<file path="src/rtl/spi_pkg.sv">
// Shared definitions for the SPI master controller.
// Provides the FSM state encoding and the default frame width and
// SCLK divider used by spi_master_ctrl and spi_bit_counter.
package spi_pkg;

    localparam int DEF_DATA_W  = 8;   // bits per frame
    localparam int DEF_CLK_DIV = 2;   // clk cycles per SCLK half-period

    typedef enum logic [1:0] {
        IDLE  = 2'd0,
        SETUP = 2'd1,
        SHIFT = 2'd2,
        HOLD  = 2'd3
    } spi_state_e;

endpackage

</file>
<file path="src/rtl/spi_bit_counter.sv">
// Bit counter for one SPI frame.
// Ports:
//   clk       - system clock, rising edge
//   rst       - synchronous active-high reset
//   clr       - synchronous clear (start of frame)
//   en        - count one transferred bit
//   count     - bits transferred so far
//   term_flag - high when count == DATA_W
// The counter saturates at DATA_W so it can never wrap inside a frame.
module spi_bit_counter
    import spi_pkg::*;
#(
    parameter int DATA_W = DEF_DATA_W,
    parameter int CNT_W  = $clog2(DATA_W + 1)
) (
    input  logic             clk,
    input  logic             rst,
    input  logic             clr,
    input  logic             en,
    output logic [CNT_W-1:0] count,
    output logic             term_flag
);

    localparam logic [CNT_W-1:0] TERM_CNT = CNT_W'(DATA_W);
    localparam logic [CNT_W-1:0] CNT_ONE  = CNT_W'(1'b1);

    logic [CNT_W-1:0] count_r;
    logic [CNT_W-1:0] count_nxt_s;
    logic             term_flag_r;

    // Next count: clear has priority, increments stop at the terminal count
    always_comb begin
        count_nxt_s = count_r;
        if (clr) begin
            count_nxt_s = {CNT_W{1'b0}};
        end else if (en && !term_flag_r) begin
            count_nxt_s = count_r + CNT_ONE;
        end else begin
            count_nxt_s = count_r;
        end
    end

    // Count register with terminal flag registered alongside it
    always_ff @(posedge clk) begin
        if (rst) begin
            count_r     <= {CNT_W{1'b0}};
            term_flag_r <= 1'b0;
        end else begin
            count_r     <= count_nxt_s;
            term_flag_r <= (count_nxt_s == TERM_CNT);
        end
    end

    assign count     = count_r;
    assign term_flag = term_flag_r;

endmodule

</file>
<file path="src/rtl/spi_master_ctrl.sv">
// SPI master transfer controller, mode 0 (CPOL=0, CPHA=0).
// Accepts one frame over a valid/ready handshake, shifts it out MSB-first on
// mosi while capturing miso, and returns the received frame on rx_data.
// Ports:
//   clk, rst          - system clock and synchronous active-high reset
//   tx_valid/tx_ready - frame request handshake (ready only in IDLE)
//   tx_data           - frame to send, sampled on acceptance
//   rx_valid/rx_data  - one-cycle pulse with the received frame
//   busy              - high whenever the FSM is not IDLE
//   sclk, mosi, cs_n  - SPI outputs (all registered)
//   miso              - SPI input, already synchronised
module spi_master_ctrl
    import spi_pkg::*;
#(
    parameter int DATA_W  = DEF_DATA_W,
    parameter int CLK_DIV = DEF_CLK_DIV
) (
    input  logic              clk,
    input  logic              rst,
    input  logic              tx_valid,
    output logic              tx_ready,
    input  logic [DATA_W-1:0] tx_data,
    output logic              rx_valid,
    output logic [DATA_W-1:0] rx_data,
    output logic              busy,
    output logic              sclk,
    output logic              mosi,
    input  logic              miso,
    output logic              cs_n
);

    localparam int DIV_W = (CLK_DIV > 1) ? $clog2(CLK_DIV) : 1;
    localparam int CNT_W = $clog2(DATA_W + 1);
    localparam logic [DIV_W-1:0] DIV_TC  = DIV_W'(CLK_DIV - 1);
    localparam logic [DIV_W-1:0] DIV_ONE = DIV_W'(1'b1);
    localparam logic [CNT_W-1:0] CNT_END = CNT_W'(DATA_W);

    spi_state_e        state_r;
    spi_state_e        state_nxt_s;
    logic [DIV_W-1:0]  div_r;
    logic [DIV_W-1:0]  div_nxt_s;
    logic [DIV_W-1:0]  div_step_s;
    logic [DATA_W-1:0] shreg_r;
    logic [DATA_W-1:0] shreg_nxt_s;
    logic              sclk_r;
    logic              sclk_nxt_s;
    logic              mosi_r;
    logic              mosi_nxt_s;
    logic              cs_n_r;
    logic              cs_n_nxt_s;
    logic              rx_valid_r;
    logic              rx_valid_nxt_s;
    logic [DATA_W-1:0] rx_data_r;
    logic [DATA_W-1:0] rx_data_nxt_s;
    logic              tx_ready_r;
    logic              busy_r;

    logic              accept_s;
    logic              div_tc_s;
    logic              rise_s;
    logic              fall_s;
    logic              cnt_en_s;
    logic              cnt_clr_s;
    logic [CNT_W-1:0]  cnt_s;
    logic              term_s;

    // Frame bit counter: cleared on accept, bumped on every SCLK rising edge
    spi_bit_counter #(
        .DATA_W (DATA_W),
        .CNT_W  (CNT_W)
    ) u_bit_counter (
        .clk       (clk),
        .rst       (rst),
        .clr       (cnt_clr_s),
        .en        (cnt_en_s),
        .count     (cnt_s),
        .term_flag (term_s)
    );

    assign accept_s   = tx_valid && (state_r == IDLE);
    assign div_tc_s   = (div_r == DIV_TC);
    assign div_step_s = div_tc_s ? {DIV_W{1'b0}} : (div_r + DIV_ONE);
    // SCLK toggles only when the divider reaches terminal count in SHIFT
    assign rise_s     = (state_r == SHIFT) && div_tc_s && !sclk_r;
    assign fall_s     = (state_r == SHIFT) && div_tc_s &&  sclk_r;

    // FSM state register
    always_ff @(posedge clk) begin
        if (rst) begin
            state_r <= IDLE;
        end else begin
            state_r <= state_nxt_s;
        end
    end

    // FSM next-state logic
    always_comb begin
        state_nxt_s = state_r;
        case (state_r)
            IDLE: begin
                if (accept_s) state_nxt_s = SETUP;
                else          state_nxt_s = IDLE;
            end
            SETUP: begin
                if (div_tc_s) state_nxt_s = SHIFT;
                else          state_nxt_s = SETUP;
            end
            SHIFT: begin
                // The falling edge after the last capture ends the frame
                if (fall_s && term_s) state_nxt_s = HOLD;
                else                  state_nxt_s = SHIFT;
            end
            HOLD: begin
                if (div_tc_s) state_nxt_s = IDLE;
                else          state_nxt_s = HOLD;
            end
            default: state_nxt_s = IDLE;
        endcase
    end

    // FSM output logic: next values of the registered outputs and datapath
    always_comb begin
        div_nxt_s      = div_r;
        shreg_nxt_s    = shreg_r;
        sclk_nxt_s     = sclk_r;
        mosi_nxt_s     = mosi_r;
        cs_n_nxt_s     = cs_n_r;
        rx_valid_nxt_s = 1'b0;
        rx_data_nxt_s  = rx_data_r;
        cnt_en_s       = 1'b0;
        cnt_clr_s      = 1'b0;
        case (state_r)
            IDLE: begin
                div_nxt_s  = {DIV_W{1'b0}};
                sclk_nxt_s = 1'b0;
                if (accept_s) begin
                    shreg_nxt_s = tx_data;
                    mosi_nxt_s  = tx_data[DATA_W-1];
                    cs_n_nxt_s  = 1'b0;
                    cnt_clr_s   = 1'b1;
                end else begin
                    cs_n_nxt_s  = 1'b1;
                end
            end
            SETUP: begin
                div_nxt_s  = div_step_s;
                sclk_nxt_s = 1'b0;
            end
            SHIFT: begin
                div_nxt_s = div_step_s;
                if (rise_s) begin
                    // Shift on capture: the MSB already sits on mosi, so the
                    // vacated LSB takes miso without losing untransmitted bits.
                    sclk_nxt_s  = 1'b1;
                    shreg_nxt_s = {shreg_r[DATA_W-2:0], miso};
                    cnt_en_s    = 1'b1;
                end else if (fall_s) begin
                    sclk_nxt_s = 1'b0;
                    // No new bit after the final capture
                    if (cnt_s < CNT_END) mosi_nxt_s = shreg_r[DATA_W-1];
                    else                 mosi_nxt_s = mosi_r;
                end else begin
                    sclk_nxt_s = sclk_r;
                end
            end
            HOLD: begin
                div_nxt_s  = div_step_s;
                sclk_nxt_s = 1'b0;
                if (div_tc_s) begin
                    cs_n_nxt_s     = 1'b1;
                    rx_data_nxt_s  = shreg_r;
                    rx_valid_nxt_s = 1'b1;
                    mosi_nxt_s     = 1'b0;
                end else begin
                    cs_n_nxt_s     = 1'b0;
                end
            end
            default: begin
                div_nxt_s  = {DIV_W{1'b0}};
                sclk_nxt_s = 1'b0;
                mosi_nxt_s = 1'b0;
                cs_n_nxt_s = 1'b1;
            end
        endcase
    end

    // Datapath and output registers
    always_ff @(posedge clk) begin
        if (rst) begin
            div_r      <= {DIV_W{1'b0}};
            shreg_r    <= {DATA_W{1'b0}};
            sclk_r     <= 1'b0;
            mosi_r     <= 1'b0;
            cs_n_r     <= 1'b1;
            rx_valid_r <= 1'b0;
            rx_data_r  <= {DATA_W{1'b0}};
            tx_ready_r <= 1'b1;
            busy_r     <= 1'b0;
        end else begin
            div_r      <= div_nxt_s;
            shreg_r    <= shreg_nxt_s;
            sclk_r     <= sclk_nxt_s;
            mosi_r     <= mosi_nxt_s;
            cs_n_r     <= cs_n_nxt_s;
            rx_valid_r <= rx_valid_nxt_s;
            rx_data_r  <= rx_data_nxt_s;
            tx_ready_r <= (state_nxt_s == IDLE);
            busy_r     <= (state_nxt_s != IDLE);
        end
    end

    assign tx_ready = tx_ready_r;
    assign busy     = busy_r;
    assign rx_valid = rx_valid_r;
    assign rx_data  = rx_data_r;
    assign sclk     = sclk_r;
    assign mosi     = mosi_r;
    assign cs_n     = cs_n_r;

endmodule

</file>
<file path="config.mk">
export PLATFORM = sky130hd
export DESIGN_NAME = spi_master_ctrl
export DESIGN_NICKNAME = d
export VERILOG_FILES = /design/src/rtl/spi_pkg.sv /design/src/rtl/spi_bit_counter.sv /design/src/rtl/spi_master_ctrl.sv
export SDC_FILE = /design/constraint.sdc
export NUM_CORES = 1
export LEC_CHECK = 0
export ABC_AREA = 1
export CAP_MARGIN = 25
export CORE_AREA = 2 2 63 65
export CTS_BUF_LIST = sky130_fd_sc_hd__clkbuf_4 sky130_fd_sc_hd__clkbuf_8
export DETAILED_ROUTE_END_ITERATION = 12
export DIE_AREA = 0 0 65 67
export MAX_ROUTING_LAYER = met4
export PLACE_DENSITY = 0.77
export RECOVER_POWER = 25
export SETUP_SLACK_MARGIN = 0.02
export SYNTH_ARGS = -nofsm -noshare
export SYNTH_HDL_FRONTEND = slang
export SYNTH_SLANG_ARGS = --single-unit
</file>
<file path="constraint.sdc">
create_clock -name clk -period 1.6 [get_ports clk]
set_clock_uncertainty 0.1 [all_clocks]
set_input_delay 0.16 -clock clk [delete_from_list [all_inputs] [get_ports clk]]
set_output_delay 0.16 -clock clk [all_outputs]
set_load 0.02 [all_outputs]
</file>
-- Word-level counts from Yosys, hierarchy flattened
Cells that the tools add are included.
- $lt $le $gt $ge: 1
- $add $sub $neg: 2
- bitwise logic cells: 1
- eq/ne operators: 11
- mux-type cells: 28
- reduce and logical (&&, ||, !) cells: 20
- operators by type and width (cell ; number):
    $mux W1 ; 16
    $mux W8 ; 2
    $pmux W8 S2 ; 1
    $ne A2 B2 Y1 const B ; 5
    $mux W4 ; 2
    $pmux W2 S4 ; 1
    $logic_and A1 B1 Y1 ; 6
    $pmux W1 S2 ; 3
    $reduce_and A6 Y1 ; 1
    $reduce_bool A2 Y1 ; 3
    $reduce_or A3 Y1 ; 2
    $add A4 B1 Y4 const B ; 1
    $eq A2 B2 Y1 const B ; 2
    $eq A4 B4 Y1 const B ; 1
    $logic_not A2 Y1 ; 2
    $lt A4 B4 Y1 const B ; 1
    $mux W2 ; 2
    $ne A3 B3 Y1 const B ; 1
    $pmux W1 S3 ; 1
    $reduce_and A3 Y1 ; 1
    $reduce_bool A3 Y1 ; 1
    $eq A2 B1 Y1 const B ; 1
    $logic_not A1 Y1 ; 2
    $ne A2 B1 Y1 const B ; 1
    other kinds (4) ; 4
- output and inout port bits: 14
- input bits: 12
- register bits after elaboration: 30
- word-level logic and storage cells: 75

-- Logic depth before layout (Yosys ltp)
Gate-level depths: netlist of run 1.
- word-level depth: 9
- gate-level depth with buffers: 10
- depth with buffers taken out: 10

-- Cells and area by module
From an unflattened synthesis of run 1, not the netlist that was laid out.
- cell total of the unflattened synthesis: 198
- area total of the unflattened synthesis: 1433.9 um2
- modules (own cells, without submodules) (module ; cells each ; times used ; seq. area each (um2) ; area each (um2)):
    spi_master_ctrl ; 164 ; 1 ; 500.5 ; 1181.1
    spi_bit_counter ; 34 ; 1 ; 100.1 ; 252.7

-- Least setup slack after synthesis of run 1
No wires, ideal clock.
- kind: reg2reg
- start point: reg state_r[0]
- end point: reg shreg_r[0]
- cell stages (with the launch flop): 9
- required time: 1385 ps
- clock period less this slack: 1632 ps
- path buffers: 2
- path slack: -32 ps
- library setup time: 115 ps
- arrival: 1417 ps
- cells stage by stage: dfxtp_1 -> inv_1 -> ha_1 -> inv_1 -> or2_2 -> clkbuf_1 -> buf_2 -> a21oi_1 -> nor2_1
- cells in the longest elaborated chain, start to end: 5
- elaborated cells on any way between the ends: 10
- those cells by class: 3 x eq/ne; 1 x mux; 6 x reduce/logical
- ends and longest elaborated chain (element ; line ; source):
    start, declared ; spi_master_ctrl.sv:38 ; spi_state_e state_r;
    start signal, assigned ; spi_master_ctrl.sv:92 ; state_r <= state_nxt_s;
    $eq A2 B2 Y1 ; spi_master_ctrl.sv:84, spi_master_ctrl.sv:132 ;
    $logic_and A1 B1 Y1 (2 in series) ; spi_master_ctrl.sv:84 ; assign rise_s = (state_r == SHIFT) && div_tc_s && !sclk_r;
    $ne A2 B2 Y1 (no line) ; - ;
    $reduce_and A3 Y1 (no line) ; - ;
    end signal, assigned ; spi_master_ctrl.sv:191 ; shreg_r <= {DATA_W{1'b0}};
    end signal, assigned ; spi_master_ctrl.sv:201 ; shreg_r <= shreg_nxt_s;
    end, declared ; spi_master_ctrl.sv:43 ; logic [DATA_W-1:0] shreg_r;
Parallel ways exist; a longest one is shown, timed or not.
A chain may end at the register's enable or synchronous reset.

-- Worst setup path after layout of run 1
- start point: reg state_r[0]
- end point: reg shreg_r[7]
Same word-level chain as after synthesis.

==> summary.md, run 1 <==
| Metric | Value |
|---|---|
| R2R cell count | 9 |
| Crit end category | flip-flop |
| Die Y | 67 um |
| Total CTS buffers | 5 |
| Congestion Overflow GR | 0 |
| Logic pwr share | approximately 14% |
| Routed Antenna Nets | 0 |
| Place WS | -78.2 ps |
| Die ar. | approximately 4400 um^2 |
| Required @ worst endpoint | roughly 1700 ps |
| Layout area overhead | 38.7% |
| Leak | between 0.0008 and 0.0009 uW |
| Rel. slew slack | between 70% and 80% |
| Gpl congestion | 0.811 |
| R2r setup slk | approximately 55 ps |
| Top area cells in the synthesized netlist | dfxtp_1 (42%), nand2_1 (9.0%), nor2_1 (8.2%) |
| Clock tree buffer depth | 2 |
| Final Core Density | between 50% and 60% |
| Synth cell count leaders | nand2_1 (34), nor2_1 (31), dfxtp_1 (30) |
| DRT Pass-1 Iters | 4 |
| Peak VDD IR | between 0.3 and 0.4 mV |
| FILL cells | between 300 and 400 |
| Power Internal | roughly 1200 uW |
| Mapped Cells | about 190 |
| Routed via count | 1,338 |
| Initial antenna violation count | 0 |
| Seq pwr share | approximately half |
| Largest family of logic cells by synthesized area | simple AND/OR/NAND/NOR gates |
| Worst path bufs/invs | 3 |
| Antenna Diode Count | 0 |
| Post-synthesis xor/xnor area fraction | less than 1% |
| Clock slew at reported path FFs | around 60 ps |
| Critical path depth in cells | 9 |
| Row count | 22 |
| Final Setup Violations | 0 |
| Cell Pwr Density | approximately 840 nW/um^2 |
| Total chip power | between 1500 and 2000 uW |
| Worst path cell trace | inv_2 > ha_4 > nand2_4 > nor2_4 > inv_2 > o21ai_4 > buf_6 > nand3_2 > a21oi_2 |
| Post-synthesis instance area | 1430 um^2 |
| H-tree depth | 2 |
| Max cap viols | 0 |
| Worst slew pin tran | between 300 and 400 ps |
| Final hold viol count | 0 |
| YS warnings | 0 |
| Synth top area share | between 40% and 50% |
| I/O Buffers | 25 |
| Dpl hpwl | between 2000 and 2500 um |
| Synth Area in Compound Gates | 10.2% |
| Worst-path maximum fanout | 7 |
| CORE AREA | 3610 um^2 |
| Hold Path Class | flip-flop to flip-flop |
| Register area share after synthesis | 42.1% |
| Fin crit period | about 1500 ps |
| CP max stage cell | dfxtp_2 |
| Critical path endpoint | shreg_r[7] |
| Die width | 65 um |
| Hold path cells | 2 |
| All-Layer GR Usage | 15.1% |
| Synth Area in Simple Gates | a little over a quarter |
| Worst r2r dst | shreg_r[7] |
| Async S/R FF share, synth | 0% |
| Delay-heaviest family, CP | simple AND/OR/NAND/NOR gates |
| Clock Sinks | 30 |
| Worst skew pair latency | roughly 280 ps |
| First-pass GRT wire length | roughly 4800 um |
| Clock network fraction of total power | a little under two fifths |
| Net Sw Frac | between 20 and 30% |
| Dpl cells | roughly 270 |
| Share of layout cells above drive strength 1 | 16.4% |
| Crit path launch type | flip-flop |
| Crit path DAT | between 1500 and 2000 ps |
| Post-Syn Nets | 212 |
| Crit. Startpoint | state_r[0] |
| CTS tree | yes |
| CTS Root Cell | clkbuf_8 |
| Setup ws final | around 55 ps |
| Nets | between 200 and 300 |
| Adder-cell share of the synthesized area | 7.02% |
| Crit-path max cell delay | 320 ps |
| Largest net degree at the start of global routing | 17 |
| Finished Layout Cells | 280 |
| RSZ-0062 raised after global routing | false |
| Status | finished, final reports clean |
| Multi-input gate area | roughly 750 um^2 |
| Avg Inst Size Synth | around 7.4 um^2 |
| Kind of critical path | flip-flop to flip-flop |
| Overall routed net length | roughly 3200 um |
| Sw Pwr | around 420 uW |
| Mux contribution to synthesized area | between 4 and 5% |
| Hold-fix buffers, CTS | 0 |
| Main synth FF type | dfxtp_1 |
| Final Max Tran Viols | 0 |
| Cell variety after synth | 26 |
| WHS | 359 ps |
| Largest area contributor in the netlist | dfxtp_1 |
| CP most frequent cell | inv_2 |
| Register area | around 610 um^2 |
| Via density | 4.78 |
| Post-synth EDFFs | 0 |
| Fmax | ~650 MHz |
| Reg2Reg Launch Point | state_r[0] |
| Top-count cell post-synth | nand2_1 |
| WL/cell | 11.5 um |
| Post-synthesis register bit count | 30 |
| Number of global-route vias before repair | approximately 1,100 |
| Initial drt markers | between 40 and 50 |
| Io pins | 26 |
| Final Cycle Share | between 90% and 100% |
| Initial Util | 39.5% |
| DRC | 0 |
[power by group through the flow]
| stage | Combinational (uW) | Sequential, uW | Clock [uW] |
|---|---|---|---|
| global route | 245 | 805 | 680 |
| CTS | 198 | 801 | 642 |
| floorplan | 111 | 824 | 0 |
| finish | 224 | 801 | 630 |
| global placement | 193 | 817 | 0 |
| detailed placement | 196 | 817 | 0 |
[logic make-up (layout without fill, tap and decap cells)]
group,after synthesis,in the layout
xor+xnor,1,1
buf+inv,29,69
mux,6,6
flops,30,30
simple gates,91,91
compound gates,27,27
fa+ha+maj,8,8
[flip-flops by register name, indices dropped and copies added (netlist names)]
name	count
mosi	1
busy	1
state_r	2
cs_n	1
sclk	1
div_r	1
u_bit_counter.count	4
rx_data	8
rx_valid	1
shreg_r	8
u_bit_counter.term_flag	1
tx_ready	1
[placed cells by master, fill, tap and decap left out, types with 2 or more instances in the layout]
cell type and n:
nor2_1 30, nor3_1 2, inv_2 3, clkbuf_8 6, nand3_2 2, a21oi_1 12
clkdlybuf4s50_1 24, buf_12 2, buf_6 2, nand3_1 17, inv_1 19, buf_4 8
ha_1 6, mux2i_1 6, nand2_1 33, dfxtp_1 28, clkinvlp_4 2, o21ai_0 10
[per-stage QoR]
| stage | cell area [um^2] | setup TNS, ps |
|---|---|---|
| after global placement | 1780 | -14.4 |
| after floorplan | 1430 | 0 |
| after CTS | 1890 | 0 |
| after detailed placement | 1780 | -370 |
| final | 1980 | 0 |
| after global routing | 1980 | 0 |
[worst reg2reg max path, delay by kind of cell (launching register included)]
family                     cells  cell delay [ps]
and+or+nand+nor                3              340
buffers and inverters          3              300
AOI/OAI and AO/OA              2              250
adders and majority gates      1              180
DFF                            1              320
[worst min-delay path by stage]
stage	slack, ps	start	endpoint
after floorplan	270	rst	shreg_r[6]
after global routing	390	cs_n	cs_n
final	360	cs_n	cs_n
after CTS	370	cs_n	cs_n
after detailed placement	350	cs_n	cs_n
after global placement	350	cs_n	cs_n
[timing repair]
item	CTS	global route
pin swaps	0	4
gates resized for setup	3	17
endpoints found under the setup margin	10	22
buffers inserted	0	4
[layout make-up]
cell class              count  area share (%)
clock inverters             2           0.633
flip-flops and latches     30            30.6
well taps                  48            3.04
inverters                  23            4.56
clock buffers               6            4.18
repair buffers             38            19.1
multi-input cells         133            37.9
[metal layers]
metal	track usage (%)	part of all wire, %	wire length [um]	vias up
met4	7.18	1.7	55	0
met5	-	0	0	-
li1	-	-	-	692
met2	22.6	48	1540	38
met1	18.6	45	1450	602
met3	4.73	5.1	164	6
Note: power is estimated with default switching activity, not from simulation.
==> inputs of run 2 (changes only) <==
--- a/config.mk
+++ b/config.mk
@@ -15,6 +15,7 @@
 export PLACE_DENSITY = 0.77
 export RECOVER_POWER = 25
 export SETUP_SLACK_MARGIN = 0.02
+export SLEW_MARGIN = 10
 export SYNTH_ARGS = -nofsm -noshare
 export SYNTH_HDL_FRONTEND = slang
 export SYNTH_SLANG_ARGS = --single-unit
==> results of run 2 <==
The final DEF is identical to that of run 1; final timing and power are the same.
==> inputs of run 3 (changes only) <==
--- a/config.mk
+++ b/config.mk
@@ -13,7 +13,6 @@
 export DIE_AREA = 0 0 65 67
 export MAX_ROUTING_LAYER = met4
 export PLACE_DENSITY = 0.77
-export RECOVER_POWER = 25
 export SETUP_SLACK_MARGIN = 0.02
 export SLEW_MARGIN = 10
 export SYNTH_ARGS = -nofsm -noshare
==> run 3 against run 2 <==
Via count fell by 0.52%. Critical path type unchanged. Sequential power barely moved. Count of clock-buffer cells in the layout did not move. Fmax rose by 0.21%. Design area rose by 0.25%. Utilization rose by 0.14 points. Clock power barely moved. Worst setup slack improved by 3.3 ps. Global-route usage did not move.
==> summary.md, run 3 (same netlist as run 1, synthesis figures left out) <==
| Metric | Value |
|---|---|
| Status | finished, final reports clean |
| Largest net degree at the start of global routing | 17 |
| RSZ-0062 raised after global routing | false |
| Final Max Tran Viols | 0 |
| Clock network fraction of total power | 38.1% |
| Layout area overhead | 39.1% |
| CORE AREA | 3610 um^2 |
| Congestion Overflow GR | 0 |
| DRC | 0 |
| Logic pwr share | 13.6% |
| Final setup TNS | 0 ps |
| Sw Pwr | 419 uW |
| CTS Root Cell | clkbuf_8 |
| I/O Buffers | 25 |
| Cell Pwr Density | 836 nW/um^2 |
| Routed via count | around 1,300 |
| Io pins | 26 |
| Rel. slew slack | around 77% |
| H-tree depth | 2 |
| Hold Path Class | flip-flop to flip-flop |
| Required @ worst endpoint | 1720 ps |
| Fin crit period | about 1500 ps |
| Most frequent cells in the layout | nand2_1 (33), nor2_1 (30), dfxtp_1 (28) |
| WL/cell | roughly 11 um |
| Clock Sinks | 30 |
| Dpl hpwl | 2210 um |
| Commonest non-fill, non-tap cell in the layout | nand2_1 |
| Worst skew pair latency | ~280 ps |
| Clock slew at reported path FFs | 60 ps |
| Worst-path maximum fanout | 7 |
| Worst slew pin tran | 335 ps |
| Peak VDD IR | ~0.39 mV |
| Clock tree buffer depth | 2 |
| Reg2Reg Launch Point | state_r[0] |
| All-Layer GR Usage | approximately 15% |
| CTS tree | yes |
| Total chip power | ~1700 uW |
| Die Y | approximately 67 um |
| Leak | 0.000869 uW |
| Multi-input gate area | around 750 um^2 |
| Final hold viol count | 0 |
| Total CTS buffers | 5 |
| Final Setup Violations | 0 |
| Nets | 251 |
| Crit end category | flip-flop |
| Seq pwr share | just under 50% |
| Antenna Diode Count | 0 |
| Number of global-route vias before repair | between 1,000 and 1,500 |
| Share of layout cells above drive strength 1 | approximately 17% |
| Overall routed net length | ~3200 um |
| Gpl congestion | between 0.8 and 0.9 |
| Row count | 22 |
| Crit. Startpoint | state_r[0] |
| Final Core Density | a little over half |
| Net Sw Frac | between 20% and 30% |
| FILL cells | around 330 |
| Routed Antenna Nets | 0 |
| WHS | roughly 360 ps |
| Initial antenna violation count | 0 |
| Final Cycle Share | 96.3% |
| Initial Util | 39.5% |
| Via density | between 4 and 5 |
| DRT Pass-1 Iters | 4 |
| Kind of critical path | flip-flop to flip-flop |
| Die width | approximately 65 um |
| Crit path DAT | 1660 ps |
| Die ar. | 4360 um^2 |
| Crit path launch type | flip-flop |
| Hold_sp | cs_n |
| Initial drt markers | 46 |
| Power Internal | 1240 uW |
| Fmax | ~650 MHz |
| Register area | between 600 and 700 um^2 |
| Max cap viols | 0 |
| First-pass GRT wire length | 4840 um |
## run 3: cell count changes in the layout (fill, tap and decap cells not counted), sizes merged
cell / before / now
clkbuf: 7 / 6
buf: 12 / 13
## run 3: area by class of cell
class | count | share of cell area (%)
Multi-Input combinational cell | 133 | 37.9
Tap cell | 48 | 3.03
Inverter | 23 | 4.55
Clock inverter | 2 | 0.631
Sequential cell | 30 | 30.6
Timing Repair Buffer | 38 | 19.1
Clock buffer | 6 | 4.17
## run 3: worst max-delay path, stage by stage, from the launching register on
cell	delay, ps
dfxtp_2	320
inv_2	80
ha_4	180
nand2_4	70
nor2_4	180
inv_2	60
o21ai_4	100
buf_6	160
nand3_2	80
a21oi_2	150
## run 3: power by group through the flow
stage / Combinational (uW) / Sequential (uW) / Clock, uW
2_1_floorplan: 111 / 824 / 0
3_3_place_gp: 193 / 817 / 0
4_1_cts: 198 / 801 / 642
3_5_place_dp: 196 / 817 / 0
6_report: 225 / 801 / 631
5_1_grt: 245 / 805 / 680
## run 3: final timing paths
kind / end / slack (ps) / cells past startpoint
worst max register to register: shreg_r[7] / 60 / 9
worst min-delay path: cs_n / 360 / 2
worst max-delay path: shreg_r[7] / 60 / 9
worst min register to register: cs_n / 360 / 2
## run 3: repair_timing
action,CTS,global route
buffers inserted,0,4
pin swaps,0,4
hold buffers,0,0
gates resized for setup,3,17
setup endpoints to repair,10,22
## run 3: metal layers
metal	up-vias	global-route usage, %	share of wire [%]	wire length [um]
met5	-	-	0	0
li1	692	-	-	-
met4	0	7.18	2.2	70
met2	31	22.6	47	1500
met1	600	18.6	46	1490
met3	8	4.73	4.4	140
## run 3: through the flow
| stage | cells | worst slack (ps) | instance area [um^2] |
|---|---|---|---|
| after global routing | 280 | 6.35 | 1980 |
| after global placement | 268 | -14.4 | 1780 |
| after floorplan | 192 | 30.8 | 1430 |
| after detailed placement | 268 | -78.2 | 1780 |
| final | 280 | 58.7 | 1980 |
| after CTS | 276 | 20.7 | 1890 |
